**src/rtl/timer_ctrl_pkg.sv**
```systemverilog
// Shared definitions for the timer_ctrl device: FSM states, register offsets,
// CTRL field positions, mode encodings and the memory-map windows.
package timer_ctrl_pkg;

  typedef enum logic [1:0] {
    StIdle = 2'd0,
    StLoad = 2'd1,
    StCnt  = 2'd2,
    StInt  = 2'd3
  } timer_state_e;

  localparam logic [1:0] AddrCtrl   = 2'd0;
  localparam logic [1:0] AddrPreset = 2'd1;
  localparam logic [1:0] AddrCount  = 2'd2;

  localparam int unsigned CtrlEnBit   = 0;
  localparam int unsigned CtrlModeLsb = 1;
  localparam int unsigned CtrlModeMsb = 2;
  localparam int unsigned CtrlImBit   = 3;

  localparam logic [1:0] ModeOneShot = 2'd0;
  localparam logic [1:0] ModeReload  = 2'd1;

  // Also used by the memory-stage address exception check.
  localparam logic [31:0] Timer0Base  = 32'h0000_7f00;
  localparam logic [31:0] Timer0Limit = 32'h0000_7f0b;
  localparam logic [31:0] Timer1Base  = 32'h0000_7f10;
  localparam logic [31:0] Timer1Limit = 32'h0000_7f1b;

endpackage

```
**src/rtl/timer_ctrl_if.sv**
```systemverilog
// Word-wide register bus between the memory stage and a timer_ctrl instance.
interface timer_ctrl_if;
  logic [1:0]  addr;
  logic        we;
  logic [31:0] din;
  logic [31:0] dout;
  logic        irq;

  modport master (output addr, output we, output din, input dout, input irq);
  modport slave  (input addr, input we, input din, output dout, output irq);
endinterface

```
**src/rtl/timer_ctrl.sv**
```systemverilog
// Programmable interval timer: CTRL/PRESET/COUNT registers, countdown FSM and
// a maskable interrupt request.
module timer_ctrl
  import timer_ctrl_pkg::*;
#(
  parameter int unsigned CNT_W = 32
) (
  input  logic         clk,
  input  logic         reset,
  timer_ctrl_if.slave  bus
);

  logic [3:0]       ctrl_q, ctrl_d;
  logic [CNT_W-1:0] preset_q, preset_d;
  logic [CNT_W-1:0] count_q, count_d;
  logic             irq_flag_q, irq_flag_d;
  timer_state_e     state_q, state_d;

  logic       wr_ctrl, wr_preset, irq_set;
  logic [1:0] mode;

  assign wr_ctrl   = bus.we && (bus.addr == AddrCtrl);
  assign wr_preset = bus.we && (bus.addr == AddrPreset);
  assign mode      = ctrl_q[CtrlModeMsb:CtrlModeLsb];

  always_comb begin
    ctrl_d     = ctrl_q;
    preset_d   = preset_q;
    count_d    = count_q;
    irq_flag_d = irq_flag_q;
    state_d    = state_q;
    irq_set    = 1'b0;

    unique case (state_q)
      StIdle: begin
        if (ctrl_q[CtrlEnBit]) state_d = StLoad;
      end
      StLoad: begin
        count_d    = preset_q;
        irq_flag_d = 1'b0;
        state_d    = StCnt;
      end
      StCnt: begin
        if (!ctrl_q[CtrlEnBit]) begin
          state_d = StIdle;
        end else if (count_q > CNT_W'(1)) begin
          count_d = count_q - CNT_W'(1);
        end else begin
          count_d = '0;
          irq_set = 1'b1;
          state_d = StInt;
        end
      end
      StInt: begin
        if (mode == ModeReload) begin
          // Dropping the flag here keeps the auto-reload irq to one cycle.
          irq_flag_d = 1'b0;
          state_d    = StLoad;
        end else begin
          ctrl_d[CtrlEnBit] = 1'b0;
          state_d           = StIdle;
        end
      end
      default: state_d = StIdle;
    endcase

    // Software writes override the hardware EN clear; a hardware set beats
    // the software clear of the flag.
    if (wr_ctrl)   ctrl_d   = bus.din[3:0];
    if (wr_preset) preset_d = bus.din[CNT_W-1:0];
    if (wr_ctrl || wr_preset) irq_flag_d = 1'b0;
    if (irq_set) irq_flag_d = 1'b1;
  end

  always_ff @(posedge clk) begin
    if (reset) begin
      ctrl_q     <= '0;
      preset_q   <= '0;
      count_q    <= '0;
      irq_flag_q <= 1'b0;
      state_q    <= StIdle;
    end else begin
      ctrl_q     <= ctrl_d;
      preset_q   <= preset_d;
      count_q    <= count_d;
      irq_flag_q <= irq_flag_d;
      state_q    <= state_d;
    end
  end

  always_comb begin
    bus.dout = '0;
    unique case (bus.addr)
      AddrCtrl:   bus.dout = {28'd0, ctrl_q};
      AddrPreset: bus.dout = 32'(preset_q);
      AddrCount:  bus.dout = 32'(count_q);
      default:    bus.dout = '0;
    endcase
  end

  assign bus.irq = ctrl_q[CtrlImBit] & irq_flag_q;

endmodule
```
**src/flat_wrapper.sv**
```systemverilog
// flat-port wrapper written by rule: the top's interface ports become plain ports
module timer_ctrl_flat import timer_ctrl_pkg::*;
#(
  parameter int unsigned CNT_W = 32
)
  (clk, reset, bus_addr, bus_we, bus_din, bus_dout, bus_irq);
  timer_ctrl_if bus_i ();
  input  logic clk;
  input  logic reset;
  input wire logic [$bits(bus_i.addr)-1:0] bus_addr;
  input wire logic [$bits(bus_i.we)-1:0] bus_we;
  input wire logic [$bits(bus_i.din)-1:0] bus_din;
  output wire logic [$bits(bus_i.dout)-1:0] bus_dout;
  output wire logic [$bits(bus_i.irq)-1:0] bus_irq;
  assign bus_i.addr = bus_addr;
  assign bus_i.we = bus_we;
  assign bus_i.din = bus_din;
  assign bus_dout = bus_i.dout;
  assign bus_irq = bus_i.irq;
  timer_ctrl #(.CNT_W(CNT_W)) u_core (.clk(clk), .reset(reset), .bus(bus_i));
endmodule
```
**config.mk**
```make
export PLATFORM = sky130hd
export DESIGN_NAME = timer_ctrl_flat
export DESIGN_NICKNAME = d
export VERILOG_FILES = /design/src/rtl/timer_ctrl_pkg.sv /design/src/rtl/timer_ctrl_if.sv /design/src/rtl/timer_ctrl.sv /design/src/flat_wrapper.sv
export SDC_FILE = /design/constraint.sdc
export NUM_CORES = 1
export LEC_CHECK = 0
export BUFFER_PORTS_ARGS = -buffer_cell sky130_fd_sc_hd__clkbuf_2
export CELL_PAD_IN_SITES_DETAIL_PLACEMENT = 1
export CELL_PAD_IN_SITES_GLOBAL_PLACEMENT = 2
export CORE_MARGIN = 4
export CORE_UTILIZATION = 34
export CTS_CLUSTER_DIAMETER = 120
export DETAILED_ROUTE_END_ITERATION = 8
export PLACE_DENSITY = 0.91
export SLEW_MARGIN = 20
export SYNTH_ARGS = -nofsm -noshare
export SYNTH_HDL_FRONTEND = slang
export SYNTH_SLANG_ARGS = --single-unit
```
**constraint.sdc**
```tcl
create_clock -name clk -period 6.84 [get_ports clk]
set_input_delay 0.342 -clock clk [delete_from_list [all_inputs] [get_ports clk]]
set_output_delay 0.342 -clock clk [all_outputs]
set_load 0.02 [all_outputs]
```
### Word level (Yosys, flattened, before mapping)

Cells that the tools add are included.

| word-level totals | value |
|---|---|
| bits of input ports | 37 |
| register bits | 71 |
| word-level logic and storage cells | 51 |

| operators by class | value |
|---|---|
| bitwise gates (word level) | 1 |
| $lt $le $gt $ge | 1 |
| $add $sub $neg | 1 |
| reduce and logical (&&, ||, !) cells | 12 |
| muxes and demuxes | 19 |
| eq/ne operators | 11 |

Operators with widths:

| kind | count |
|---|---|
| 32-bit case mux with 3 select lines | 1 |
| 32-bit two-way mux | 2 |
| 32-bit case mux with 2 select lines | 1 |
| 32-bit by 1-bit greater-than comparator with 1-bit output (second input constant) | 1 |
| 32-bit by 1-bit subtractor with 32-bit output (second input constant) | 1 |
| 1-bit two-way mux | 10 |
| 2-bit case mux with 4 select lines | 1 |
| 2-bit AND reduction | 4 |
| 2-bit by 1-bit == test with 1-bit output (second input constant) | 3 |
| 2-bit == test (second input constant) | 3 |
| 2-bit two-way mux | 3 |
| 2-bit by 1-bit != test with 1-bit output (second input constant) | 3 |
| 2-bit zero test | 2 |
| 4-bit by 1-bit != test with 1-bit output (second input constant) | 1 |
| 2-bit nonzero test | 2 |
| 4-bit nonzero test | 1 |
| 3-bit != test (second input constant) | 1 |
| 1-bit logical AND | 2 |
| 1-bit case mux with 2 select lines | 1 |
| 1-bit bitwise AND | 1 |
| 1-bit logical OR | 1 |

### Depth between registers and ports, before layout

Gate-level depths: netlist (run 1).

| logic depth | value |
|---|---|
| depth after elaboration | 6 |
| mapped depth | 10 |
| gate-level depth less buffers | 8 |

### Worst setup path before layout (run 1)

Ideal clock, no wire load.

| path | value |
|---|---|
| path kind | register to register |
| start point | register u_core.count_q[14] |
| end point | register u_core.count_q[29] |
| library setup time | 0.134 ns |
| stages on the path, launching flop included | 9 |
| path buffers | 2 |
| arrival time | 2.231 ns |
| path slack | 4.475 ns |
| cells stage by stage | dfxtp_1 > or4_4 > or4_4 > buf_6 > nand2b_4 > buf_6 > o31a_1 > o21ai_1 > a211oi_2 |

| between the ends | value |
|---|---|
| longest elaborated chain between the ends | 4 |
| elaborated cells between the ends (all ways) | 5 |
| classes of those cells | 1 x add/sub; 1 x order compare; 3 x mux |

RTL lines:

| item | RTL line | RTL |
|---|---|---|
| from (decl) | timer_ctrl.sv:15 | `logic [CNT_W-1:0] count_q, count_d;` |
| from (signal assigned) | timer_ctrl.sv:85 | `count_q <= count_d;` |
| 32-bit by 1-bit subtractor with 32-bit output or 32-bit by 1-bit greater-than comparator with 1-bit output (tied branches) | timer_ctrl.sv:47, timer_ctrl.sv:46 |  |
| 32-bit two-way mux * | timer_ctrl.sv:46 | `end else if (count_q > CNT_W'(1)) begin` |
| 32-bit two-way mux * | timer_ctrl.sv:44 | `if (!ctrl_q[CtrlEnBit]) begin` |
| 32-bit case mux with 2 select lines * | timer_ctrl.sv:34 | `unique case (state_q)` |

Mark *: on every way between the ends. The rest lies on a longest branch, timed or not. The select of a mux whose other input is x is not followed.
A chain may end at the register's enable or synchronous reset.

### Worst setup path in the final report (run 1)

| path | value |
|---|---|
| start point | register u_core.state_q[0] |
| end point | register u_core.count_q[7] |

| between the ends | value |
|---|---|
| longest elaborated chain between the ends | 3 |
| elaborated cells between the ends (all ways) | 6 |
| classes of those cells | 3 x eq/ne; 1 x mux; 2 x reduce/logical |

RTL lines:

| item | RTL line | RTL |
|---|---|---|
| from (decl) | timer_ctrl.sv:17 | `timer_state_e state_q, state_d;` |
| from (signal assigned) | timer_ctrl.sv:81 | `state_q <= StIdle;` |
| from (signal assigned) | timer_ctrl.sv:87 | `state_q <= state_d;` |
| 2-bit == test or 2-bit by 1-bit == test with 1-bit output (tied branches) | timer_ctrl.sv:34 |  |
| 2-bit by 1-bit != test with 1-bit output (no line) or 2-bit nonzero test (tied branches) | - |  |
| 2-bit AND reduction (no line) | - |  |

Several ways; a longest one is shown, not always the timed one.

==> results of run 1 <==
==> flip-flops by register name, summed over array words and instances, names as in the netlist <==
signal             flops
u_core.state_q         2
u_core.irq_flag_q      1
u_core.count_q        32
u_core.preset_q       32
u_core.ctrl_q          4
==> synthesized netlist by cell type, types with 4 or more instances <==
| library cell | count | share of area (%) |
|---|---|---|
| a32oi_1 | 8 | 1.8 |
| nand2_1 | 93 | 8.9 |
| dfxtp_1 | 71 | 36 |
| inv_1 | 6 | 0.58 |
| a211oi_1 | 13 | 2.5 |
| clkbuf_1 | 36 | 3.5 |
| nand2b_1 | 8 | 1.3 |
| nor2_1 | 32 | 3.1 |
| o21ai_0 | 23 | 2.9 |
| a22o_1 | 28 | 6.3 |
| o21ai_1 | 14 | 1.8 |
| a21oi_1 | 62 | 7.9 |
| o31ai_1 | 6 | 1.2 |
| nor3_1 | 8 | 1.0 |
| or4_1 | 4 | 0.77 |
| mux2i_1 | 8 | 2.0 |
| nand3_1 | 12 | 1.5 |
| nor4_1 | 6 | 0.96 |
==> logic make-up (layout without fill, tap and decap cells) <==
group / count (synthesis) / count (layout) / share of synthesized area, %
AOI/OAI and AO/OA: 182 / 182 / 30.7
xor gates and xnor gates: 1 / 1 / 0.224
adders and majority gates: 2 / 2 / 0.640
buffers and inverters: 51 / 94 / 5.57
DFF: 71 / 71 / 36.4
muxes: 10 / 10 / 2.62
and+or+nand+nor: 192 / 192 / 23.9
==> routing by layer <==
metal  GRT usage [%]  routed length (um)
met5               0                   0
met4            5.32                 130
met3            4.53                 550
met2            33.6                6270
met1            25.1                5640
==> cell usage in the layout (no fill, tap or decap), drive strengths merged, types with 4 or more instances in the layout <==
cell    netlist  routed
a211oi       14      14
a21oi        62      62
a22o         28      28
a32oi         8       8
buf           9       4
clkbuf       36      83
dfxtp        71      71
inv           6       6
mux2i         8       8
nand2        93      93
nand2b        9       9
nand3        12      12
nor2         33      33
nor3         10      10
nor4          8       8
o21ai        37      37
o31ai         7       7
or4           6       6
==> worst max-delay path, delay by kind of cell, from the launching register on <==
family / cells / cell delay (ns)
flip-flops: 1 / 0.74
AND/OR/NAND/NOR: 5 / 2.03
AO/OA/AOI/OAI: 1 / 0.16
==> final timing paths <==
check | endpoint | slack, ns | depth (start not counted)
min | u_core.preset_q[11] | 0.22 | 3
max | u_core.count_q[7] | 3.82 | 6
max reg2reg | u_core.count_q[7] | 3.82 | 6
min reg2reg | u_core.preset_q[31] | 0.48 | 2
==> per-stage QoR <==
stage	total power [mW]	instance area [um2]	utilization, %
after global routing	1.03	4540	41.1
after detailed placement	0.570	4270	38.7
after floorplan	0.533	3910	-
after CTS	0.995	4530	41.1
final	0.987	4540	41.1
after global placement	0.566	4270	38.7
==> power groups by stage <==
stage | clock network, mW | registers (mW) | logic [mW]
finish | 0.425 | 0.435 | 0.127
global route | 0.453 | 0.437 | 0.142
CTS | 0.433 | 0.435 | 0.126
detailed placement | 0 | 0.444 | 0.126
global placement | 0 | 0.444 | 0.123
floorplan | 0 | 0.440 | 0.0931
==> area by class of cell <==
type | count | area (um2)
fill | 1392 | 6490
timing repair buffer | 73 | 375
sequential | 71 | 1420
clock inverter | 1 | 5.00
multi-input combinational | 387 | 2280
inverter | 6 | 22.5
clock buffer | 14 | 254
tap | 140 | 175
==> summary.txt, run 1 <==
Final layout
  – Share of layout cells above drive strength 1: 18.5%
  – Syn-to-layout area delta: 16.0%
  – Final net count: 587
  – Antenna Cells: 0
  – Final Non-Filler Cells: 692

Placed design
  – Dpl cells: slightly below 700
  – DP HPWL: 8.45 mm
  – Worst slack at placement: 3.85 ns
  – IO buf count: 69
  – RePlAce Congestion: 0.780

Floorplanning
  – DIE AREA: 13,300 um2
  – Core ar.: 11,000 um2
  – Die Y: 115 um
  – Site Rows: 38
  – IO Count: 70
  – Initial Utilization: 35.4%
  – DIE WIDTH: 115 um

STA
  – Worst slew pin tran: 0.989 ns
  – Fmax: roughly 330 MHz
  – Setup Viol. Count Final: 0
  – Final Skew: 0.00381 ns
  – Setup ws final: 3.82 ns
  – Min Tclk post-route: 3.02 ns
  – Final period util: between 40% and 50%
  – Hold Worst Slack: 0.224 ns
  – Slew Viols, Final: 0
  – Setup tns final: 0 ns
  – Slew HR: 34.1%
  – RSZ-0062 raised after global routing: false
  – Final hold violation count: 0

Critical path
  – CP Capture Type: register
  – Crit path max fanout: 24
  – CP peak stage delay: 0.74 ns
  – CP Class: reg -> reg
  – Critical Path Start: u_core.state_q[0]
  – Most used cell, CP: nand2_1
  – Critical path, cell by cell: nand2b_1, and2_1, or4_1, nand2_1, nand2_1, a21oi_1
  – WP data required: 7.10 ns
  – Reg2reg start: u_core.state_q[0]
  – Crit path arrival time: between 3 and 4 ns
  – Slowest CP cell: dfxtp_1
  – Startpoint Class: register

Power
  – Leak: 1.75 nW
  – Int Pwr: 721 uW
  – Switching power total: 266 uW
  – Switching portion of total power: 26.9%
  – Peak VDD IR: 0.115 mV
  – Clk pwr share: 43.0%
  – Seq pwr share: approximately 44%
  – Comb pwr share: 12.8%
  – Power density over the cells: 218 nW/um2

Clock network
  – Cts hold-fix bufs: 0
  – H-Tree Depth: 3
  – Clk sink count: 71
  – CTS tree: built
  – Worst-Skew Late Latency: approximately 0.34 ns
  – Setup bufs post-CTS: 0
  – CTS-repair resized insts: 0
  – Clock slew seen by the registers of the worst setup and hold paths: 0.06 ns
  – Root Buffer: clkbuf_16
  – Maximum clock path buffer count: 2
  – Num CTS Buffers: 9

Route
  – Via-to-Cell Ratio: 5.73
  – WL/cell: 18.2 um
  – Drc violations: 0
  – First DRT Iteration DRCs: 168
  – Drt total wl: 12.6 mm
  – Via count: 3,964
  – TritonRoute pass-1 iters: 4
  – Antenna-violating nets left: 0

Hold path
  – Min-delay worst type: in -> reg
  – Origin of the worst min-delay path: bus_din[11]

Synthesis
  – Mapped Cells: 509
  – Asr flop ratio synth: 0%
  – Seq/Total Area, Yosys: 36.4%
  – Post-synth cell types: 57
  – Mean Syn Cell Area: 7.68 um2
  – Syn Nets: 548
  – Synthesized flop and latch total: just over 70
  – EDFF count, synth: 0
  – Synth Flop Type: dfxtp_1
  – Ys Warns: 0
  – Synth Cell Area: 3910 um2

GRT
  – Grt total ovfl: 0
  – Largest net degree at the start of global routing: 72
  – Vias in the first global route: a little over 4,000
  – Global-route usage over all layers: about a fifth
  – Initial antenna violation count: 0
  – First-pass GRT wire length: 21.0 mm

Run
  – Max cap viols: 0

Run status
  – Status: complete, no violations
Note: power is estimated with default switching activity, not from simulation.
==> inputs of run 2 (changes only) <==
Settings changed: ABC_AREA from default to 1, CORE_UTILIZATION 34 to 31, PLACE_DENSITY 0.91 to 0.87.
Clock period 6.84 ns to 2.9 ns, I/O delays scaled along.
==> run 2 against run 1 <==
  * Area after synthesis is 7.6% higher
  * Non-clock buffer count unchanged
  * Critical endpoint is now bus_dout[18]
  * Total power increased to 3.4 times the previous value
  * Clock skew up 0.0070 ns
  * Synthesized cell count is 24% higher
  * Final cell count is 25% higher
  * Sequential power rose to 2.6 times the previous value
  * First-iteration DRC count increased by 25%
  * Wire length up 14%
==> summary.txt, run 2 <==
Run status
  – Status: complete, no violations (unchanged)

Floorplanning
  – IO Count: 70 (unchanged)
  – DIE WIDTH: 124 um (was 115 um)
  – Initial Utilization: 31.7% (was 35.4%)
  – Site Rows: 42 (was 38)
  – Die Y: 124 um (was 115 um)
  – DIE AREA: 15,500 um2 (was 13,300 um2)
  – Core ar.: 13,200 um2 (was 11,000 um2)

STA
  – Setup tns final: 0 ns (unchanged)
  – Slew Viols, Final: 0 (unchanged)
  – Hold Worst Slack: 0.0603 ns (was 0.224 ns)
  – Final Skew: 0.0108 ns (was 0.00381 ns)
  – Worst slew pin tran: 1.01 ns (was 0.989 ns)
  – Fmax: 412 MHz
  – Setup Viol. Count Final: 0 (unchanged)
  – RSZ-0062 raised after global routing: false (unchanged)
  – Min Tclk post-route: 2.43 ns
  – Final hold violation count: 0 (unchanged)
  – Slew HR: 32.3% (was 34.1%)
  – Final period util: 83.7%

Route
  – Drt total wl: 14.4 mm (was 12.6 mm)
  – Via-to-Cell Ratio: 5.12 (was 5.73)
  – TritonRoute pass-1 iters: 4 (unchanged)
  – First DRT Iteration DRCs: 210 (was 168)
  – Top Layer Used: met4 (unchanged)
  – Met2 routed WL: 6.79 mm (was 6.27 mm)
  – Met3 Wirelength: 474 um (was 550 um)
  – DRT met1 WL: 6.77 mm (was 5.64 mm)
  – WL/cell: 16.6 um (was 18.2 um)
  – Antenna-violating nets left: 0 (unchanged)
  – Drc violations: 0 (unchanged)
  – Via count: 4,435 (was 3,964)

Final layout
  – Share of layout cells above drive strength 1: 18.0% (was 18.5%)
  – Final core utilization: 37.3% (was 41.1%)
  – Regs by FF count: u_core.count_q (32), u_core.preset_q (32), u_core.ctrl_q (4) (unchanged)
  – Commonest cells after routing, fill and taps aside: nand2_1, o21ai_0, inv_1 (was nand2_1, dfxtp_1, clkbuf_2)
  – Commonest non-fill, non-tap cell in the layout: nand2_1 (unchanged)
  – Antenna Cells: 0 (unchanged)
  – Post-route cell area: 4940 um2 (was 4540 um2)
  – Final Non-Filler Cells: 866 (was 692)
  – Syn-to-layout area delta: 17.5% (was 16.0%)
  – Final net count: 724 (was 587)

Critical path
  – Delay-heaviest family, CP: buffers and inverters (was simple AND/OR/NAND/NOR gates)
  – CP Class: in -> out (was reg -> reg)
  – CP Capture Type: primary output (was register)
  – CP peak stage delay: 0.88 ns (was 0.74 ns)
  – WP data required: 2.76 ns (was 7.10 ns)
  – Critical path, cell by cell: clkbuf_2, inv_1, nor2_1, clkinv_1, o21ai_0, clkbuf_2 (was nand2b_1, and2_1, or4_1, nand2_1, nand2_1, a21oi_1)
  – Slowest CP cell: clkinv_1 (was dfxtp_1)
  – WP buf/inv: 4 (was 0)
  – Crit path arrival time: 2.28 ns (was 3.28 ns)
  – Most used cell, CP: clkbuf_2 (was nand2_1)
  – Crit path max fanout: 30 (was 24)
  – Startpoint Class: input pin (was register)

Clock network
  – Maximum clock path buffer count: 2 (unchanged)
  – CTS tree: built (unchanged)
  – H-Tree Depth: 3 (unchanged)
  – Clock slew seen by the registers of the worst setup and hold paths: 0.06 ns (about the same)
  – CTS-repair resized insts: 0 (unchanged)
  – Root Buffer: clkbuf_16 (unchanged)
  – Num CTS Buffers: 9 (unchanged)
  – Clk sink count: 71 (unchanged)
  – Worst-Skew Late Latency: 0.35 ns (was 0.34 ns)
  – Setup bufs post-CTS: 0 (unchanged)
  – Cts hold-fix bufs: 0 (unchanged)

Placed design
  – DP HPWL: 10.2 mm (was 8.45 mm)
  – IO buf count: 69 (unchanged)
  – RePlAce Congestion: 0.885 (was 0.780)
  – Dpl cells: 850 (was 677)
  – Placed inst area: 4660 um2 (was 4270 um2)

Power
  – Peak VDD IR: 0.284 mV (was 0.115 mV)
  – Leak: 2.20 nW (was 1.75 nW)
  – Power density over the cells: 674 nW/um2 (was 218 nW/um2)

GRT
  – Vias in the first global route: 4,799 (was 4,138)
  – Largest net degree at the start of global routing: 67 (was 72)
  – Global-route usage over all layers: 18.7% (was 19.7%)
  – First-pass GRT wire length: 24.1 mm (was 21.0 mm)
  – Grt total ovfl: 0 (unchanged)
  – Initial antenna violation count: 0 (unchanged)

Synthesis
  – Yosys top cell area share: 33.8% (was 36.4%)
  – Seq/Total Area, Yosys: 33.8% (was 36.4%)
  – Commonest cells post-synth: nand2_1, o21ai_0, inv_1 (was nand2_1, dfxtp_1, a21oi_1)
  – Syn Nets: 670 (was 548)
  – Post-synth cell types: 35 (was 57)
  – Synth Flop Type: dfxtp_1 (unchanged)
  – Top-count cell post-synth: nand2_1 (unchanged)
  – Area leader, netlist: dfxtp_1 (unchanged)
  – Synth Cell Area: 4200 um2 (was 3910 um2)
  – Ys Warns: 0 (unchanged)
  – Area contributors post-synth: dfxtp_1, o21ai_0, nand2_1 (was dfxtp_1, nand2_1, a21oi_1)
  – Asr flop ratio synth: 0% (unchanged)
  – Synthesized flop and latch total: 71 (unchanged)
  – Mapped Cells: 631 (was 509)
  – EDFF count, synth: 0 (unchanged)
  – Mean Syn Cell Area: 6.66 um2 (was 7.68 um2)

Run
  – Max cap viols: 0 (unchanged)

Hold path
  – Min-delay worst type: in -> reg (unchanged)
[run 2: cell count changes after synthesis, moves of 20 or more]
cell / previous run / this run
o22ai_1: 0 / 31
inv_1: 6 / 80
a22o_1: 28 / 0
o21ai_0: 23 / 93
nor2_1: 32 / 65
nand3_1: 12 / 32
[run 2: final timing paths]
kind | from | to | slack, ns | depth (start not counted)
min | bus_din[0] | u_core.ctrl_q[0] | 0.06 | 2
max | bus_addr[0] | bus_dout[18] | 0.47 | 6
min reg2reg | u_core.preset_q[13] | u_core.preset_q[13] | 0.47 | 2
max reg2reg | u_core.state_q[1] | u_core.count_q[9] | 0.73 | 10
[run 2: per-stage QoR]
stage                     worst slack [ns]  total power, mW
after floorplan                       1.37             1.97
after global placement               0.908             2.24
after detailed placement             0.769             2.28
after CTS                            0.722             3.35
after global routing                 0.292             3.53
final                                0.474             3.33
[run 2: power by group]
part           switching [mW]  internal [mW]
Combinational           0.787          0.362
Clock                   0.447          0.620
Sequential             0.0699           1.04
[run 2: per-layer routing]
metal  GRT usage [%]  vias to the layer above
met5               0                        -
li1                -                     2196
met2            30.8                       71
met3            3.34                       23
met4            7.61                        0
met1            24.1                     2145
[run 2: cells by family (layout without fill, tap and decap cells)]
group           Yosys count  in the layout  share of synthesized area [%]
simple gates            242            242                           28.1
xor+xnor                 10             10                           2.08
fa+ha+maj                 2              2                          0.595
flops                    71             71                           33.8
compound gates          190            190                           24.2
buf+inv                 116            175                           11.2
[run 2: area by class of cell]
class	instances	area, um2
Fill cell	1743	8300
Multi-Input combinational cell	444	2310
Sequential cell	71	1420
Timing Repair Buffer	73	375
Inverter	86	330
Clock buffer	12	256
Tap cell	176	220
Clock inverter	4	20.0
==> inputs of run 3 (changes only) <==
Settings changed: ABC_AREA 1 to 0, CORE_UTILIZATION 31 to 29, PLACE_DENSITY 0.87 to 0.83.
Clock period 2.9 ns to 2.2 ns, I/O delays scaled along.
==> run 3 against run 2 <==
  * The run now ends with setup timing left
  * Sequential cell count is the same
  * Via count shrank 2.6%
  * Register-to-register slack lost 0.83 ns
  * Non-clock buffer count grew 75
  * Utilization grew 4.2 points
  * Cell area grew 11%
  * Critical endpoint is now u_core.count_q[9]
  * Sequential share of layout area shrank 2.8 points
  * Total power shrank 2.5%
  * Clock-buffer cell count grew 1
==> summary.txt, run 3 (same netlist as run 1, synthesis figures left out) <==
Power
  – Power density over the cells: 590 nW/um2 (was 674 nW/um2)
  – Power Total: 3.24 mW (was 3.33 mW)
  – Peak VDD IR: 0.278 mV (was 0.284 mV)
  – Leak: 2.20 nW (about the same)

STA
  – Min Tclk post-route: 2.30 ns
  – Final Skew: 0.00805 ns (was 0.0108 ns)
  – Final period util: 105%
  – Setup Viol. Count Final: 19 (was 0)
  – Setup ws final: -0.0992 ns (was 0.474 ns)
  – RSZ-0062 raised after global routing: true (was false)
  – Fmax: ~430 MHz
  – Slew HR: 50.3% (was 32.3%)
  – Worst slew pin tran: 0.745 ns (was 1.01 ns)
  – Final hold violation count: 0 (unchanged)
  – Slew Viols, Final: 0 (unchanged)

Final layout
  – Commonest non-fill, non-tap cell in the layout: nand2_1 (unchanged)
  – Multi-input gate area: 2520 um2 (was 2310 um2)
  – Regs by FF count: u_core.count_q (32), u_core.preset_q (32), u_core.ctrl_q (4) (unchanged)
  – Antenna Cells: 0 (unchanged)
  – Area occupied by registers: 1430 um2 (was 1420 um2)
  – Final net count: 662 (was 724)
  – Final Non-Filler Cells: 802 (was 866)
  – Commonest cells after routing, fill and taps aside: nand2_1, clkbuf_2, dfxtp_1 (was nand2_1, o21ai_0, inv_1)
  – Syn-to-layout area delta: 40.7% (was 17.5%)
  – Fill cells: 1,600 (was 1,743)
  – Share of layout cells above drive strength 1: 33.1% (was 18.0%)

Critical path
  – R2R cell count: 7 (was 10)
  – CP Class: reg -> reg (was in -> out)
  – CP Capture Type: register (was primary output)
  – Startpoint Class: register (was input pin)
  – WP data required: 2.42 ns (was 2.76 ns)
  – Crit path arrival time: 2.52 ns (was 2.28 ns)
  – Crit path max fanout: 6 (was 30)

Placed design
  – Dpl cells: 763 (was 850)
  – RePlAce Congestion: 0.847 (was 0.885)
  – DP HPWL: 10.2 mm (about the same)
  – IO buf count: 69 (unchanged)

Run status
  – Violations in the final reports: setup timing
  – Status: finished, violations left (was complete, no violations)

Floorplanning
  – Site Rows: 42 (unchanged)
  – Core ar.: 13,200 um2 (unchanged)
  – DIE AREA: 15,400 um2 (was 15,500 um2)
  – IO Count: 70 (unchanged)
  – DIE WIDTH: 124 um (about the same)
  – Die Y: 124 um (about the same)
  – Initial Utilization: 29.5% (was 31.7%)

Route
  – Via count: 4,321 (was 4,435)
  – Drt total wl: 14.7 mm (was 14.4 mm)
  – Met2 routed WL: 7.45 mm (was 6.79 mm)
  – Top Layer Used: met4 (unchanged)
  – DRT met1 WL: 6.49 mm (was 6.77 mm)
  – TritonRoute pass-1 iters: 4 (unchanged)
  – Met3 Wirelength: 609 um (was 474 um)
  – First DRT Iteration DRCs: 332 (was 210)
  – Via-to-Cell Ratio: 5.39 (was 5.12)
  – Antenna-violating nets left: 0 (unchanged)
  – Drc violations: 0 (unchanged)
  – WL/cell: 18.4 um (was 16.6 um)

Hold path
  – Min-delay worst type: in -> reg (unchanged)
  – Hold Crit Depth: 3 (was 2)

Clock network
  – Num CTS Buffers: 9 (unchanged)
  – Clk sink count: 71 (unchanged)
  – H-Tree Depth: 3 (unchanged)
  – Worst-Skew Late Latency: 0.34 ns (was 0.35 ns)
  – Clock slew seen by the registers of the worst setup and hold paths: 0.06 ns (about the same)
  – CTS tree: built (unchanged)
  – Maximum clock path buffer count: 2 (unchanged)
  – Root Buffer: clkbuf_16 (unchanged)

Run
  – Max cap viols: 0 (unchanged)

GRT
  – Initial antenna violation count: 0 (unchanged)
  – Vias in the first global route: 4,415 (was 4,799)
  – Grt total ovfl: 0 (unchanged)
  – First-pass GRT wire length: 23.0 mm (was 24.1 mm)
  – Global-route usage over all layers: 19.2% (was 18.7%)
  – Largest net degree at the start of global routing: 33 (was 67)
run 3: metrics by stage:
stage	setup TNS (ns)	instance area [um2]	util (%)	setup slack [ns]	hold slack (ns)
after floorplan	-0.263	3930	-	-0.113	0.246
after detailed placement	-0.984	4720	35.6	-0.151	0.342
after global routing	-2.39	5500	41.5	-0.173	0.00860
final	-1.07	5500	41.5	-0.0992	0.00463
after global placement	-0.174	4720	35.6	-0.0472	0.333
after CTS	-1.26	5320	40.2	-0.130	0.0000343
run 3: report_power, final:
| group | switching, mW | total, mW | internal (mW) |
|---|---|---|---|
| clock network | 0.537 | 1.35 | 0.811 |
| registers | 0.0301 | 1.35 | 1.32 |
| logic | 0.322 | 0.547 | 0.225 |
| total | 0.889 | 3.24 | 2.35 |
run 3: worst paths after layout:
| kind | from | endpoint | slack (ns) |
|---|---|---|---|
| max | u_core.count_q[15] | u_core.count_q[9] | -0.1 |
| min | bus_din[18] | u_core.preset_q[18] | 0.005 |
| max reg2reg | u_core.count_q[15] | u_core.count_q[9] | -0.1 |
| min reg2reg | u_core.preset_q[7] | u_core.preset_q[7] | 0.47 |
run 3: final cells by class:
type                       count  area share, %
multi-input combinational    387           45.8
timing repair buffer         148           19.0
tap                          176           4.00
clock inverter                 1         0.0910
inverter                       6          0.409
sequential                    71           26.0
clock buffer                  13           4.73
run 3: worst max-delay path, stage by stage (launching register included):
cell and delay, ns:
dfxtp_2 0.32, or4_4 0.54, or4_4 0.58, o31ai_4 0.28
buf_6 0.18, o21ai_2 0.05, a22oi_1 0.18, nor2_1 0.06
run 3: timing repair:
item,CTS,global route
endpoints found under the hold margin,18,0
setup buffers,3,3
endpoints found under the setup margin,24,33
pin swaps,13,20
hold buffers,18,0
cloned,0,1
gates resized for setup,32,30
run 3: layer usage:
metal  up-vias  GRT usage (%)
met1      2149           24.2
met2        84           33.9
li1       2079              -
met3         9           3.50
met5         -              0
met4         0           4.93
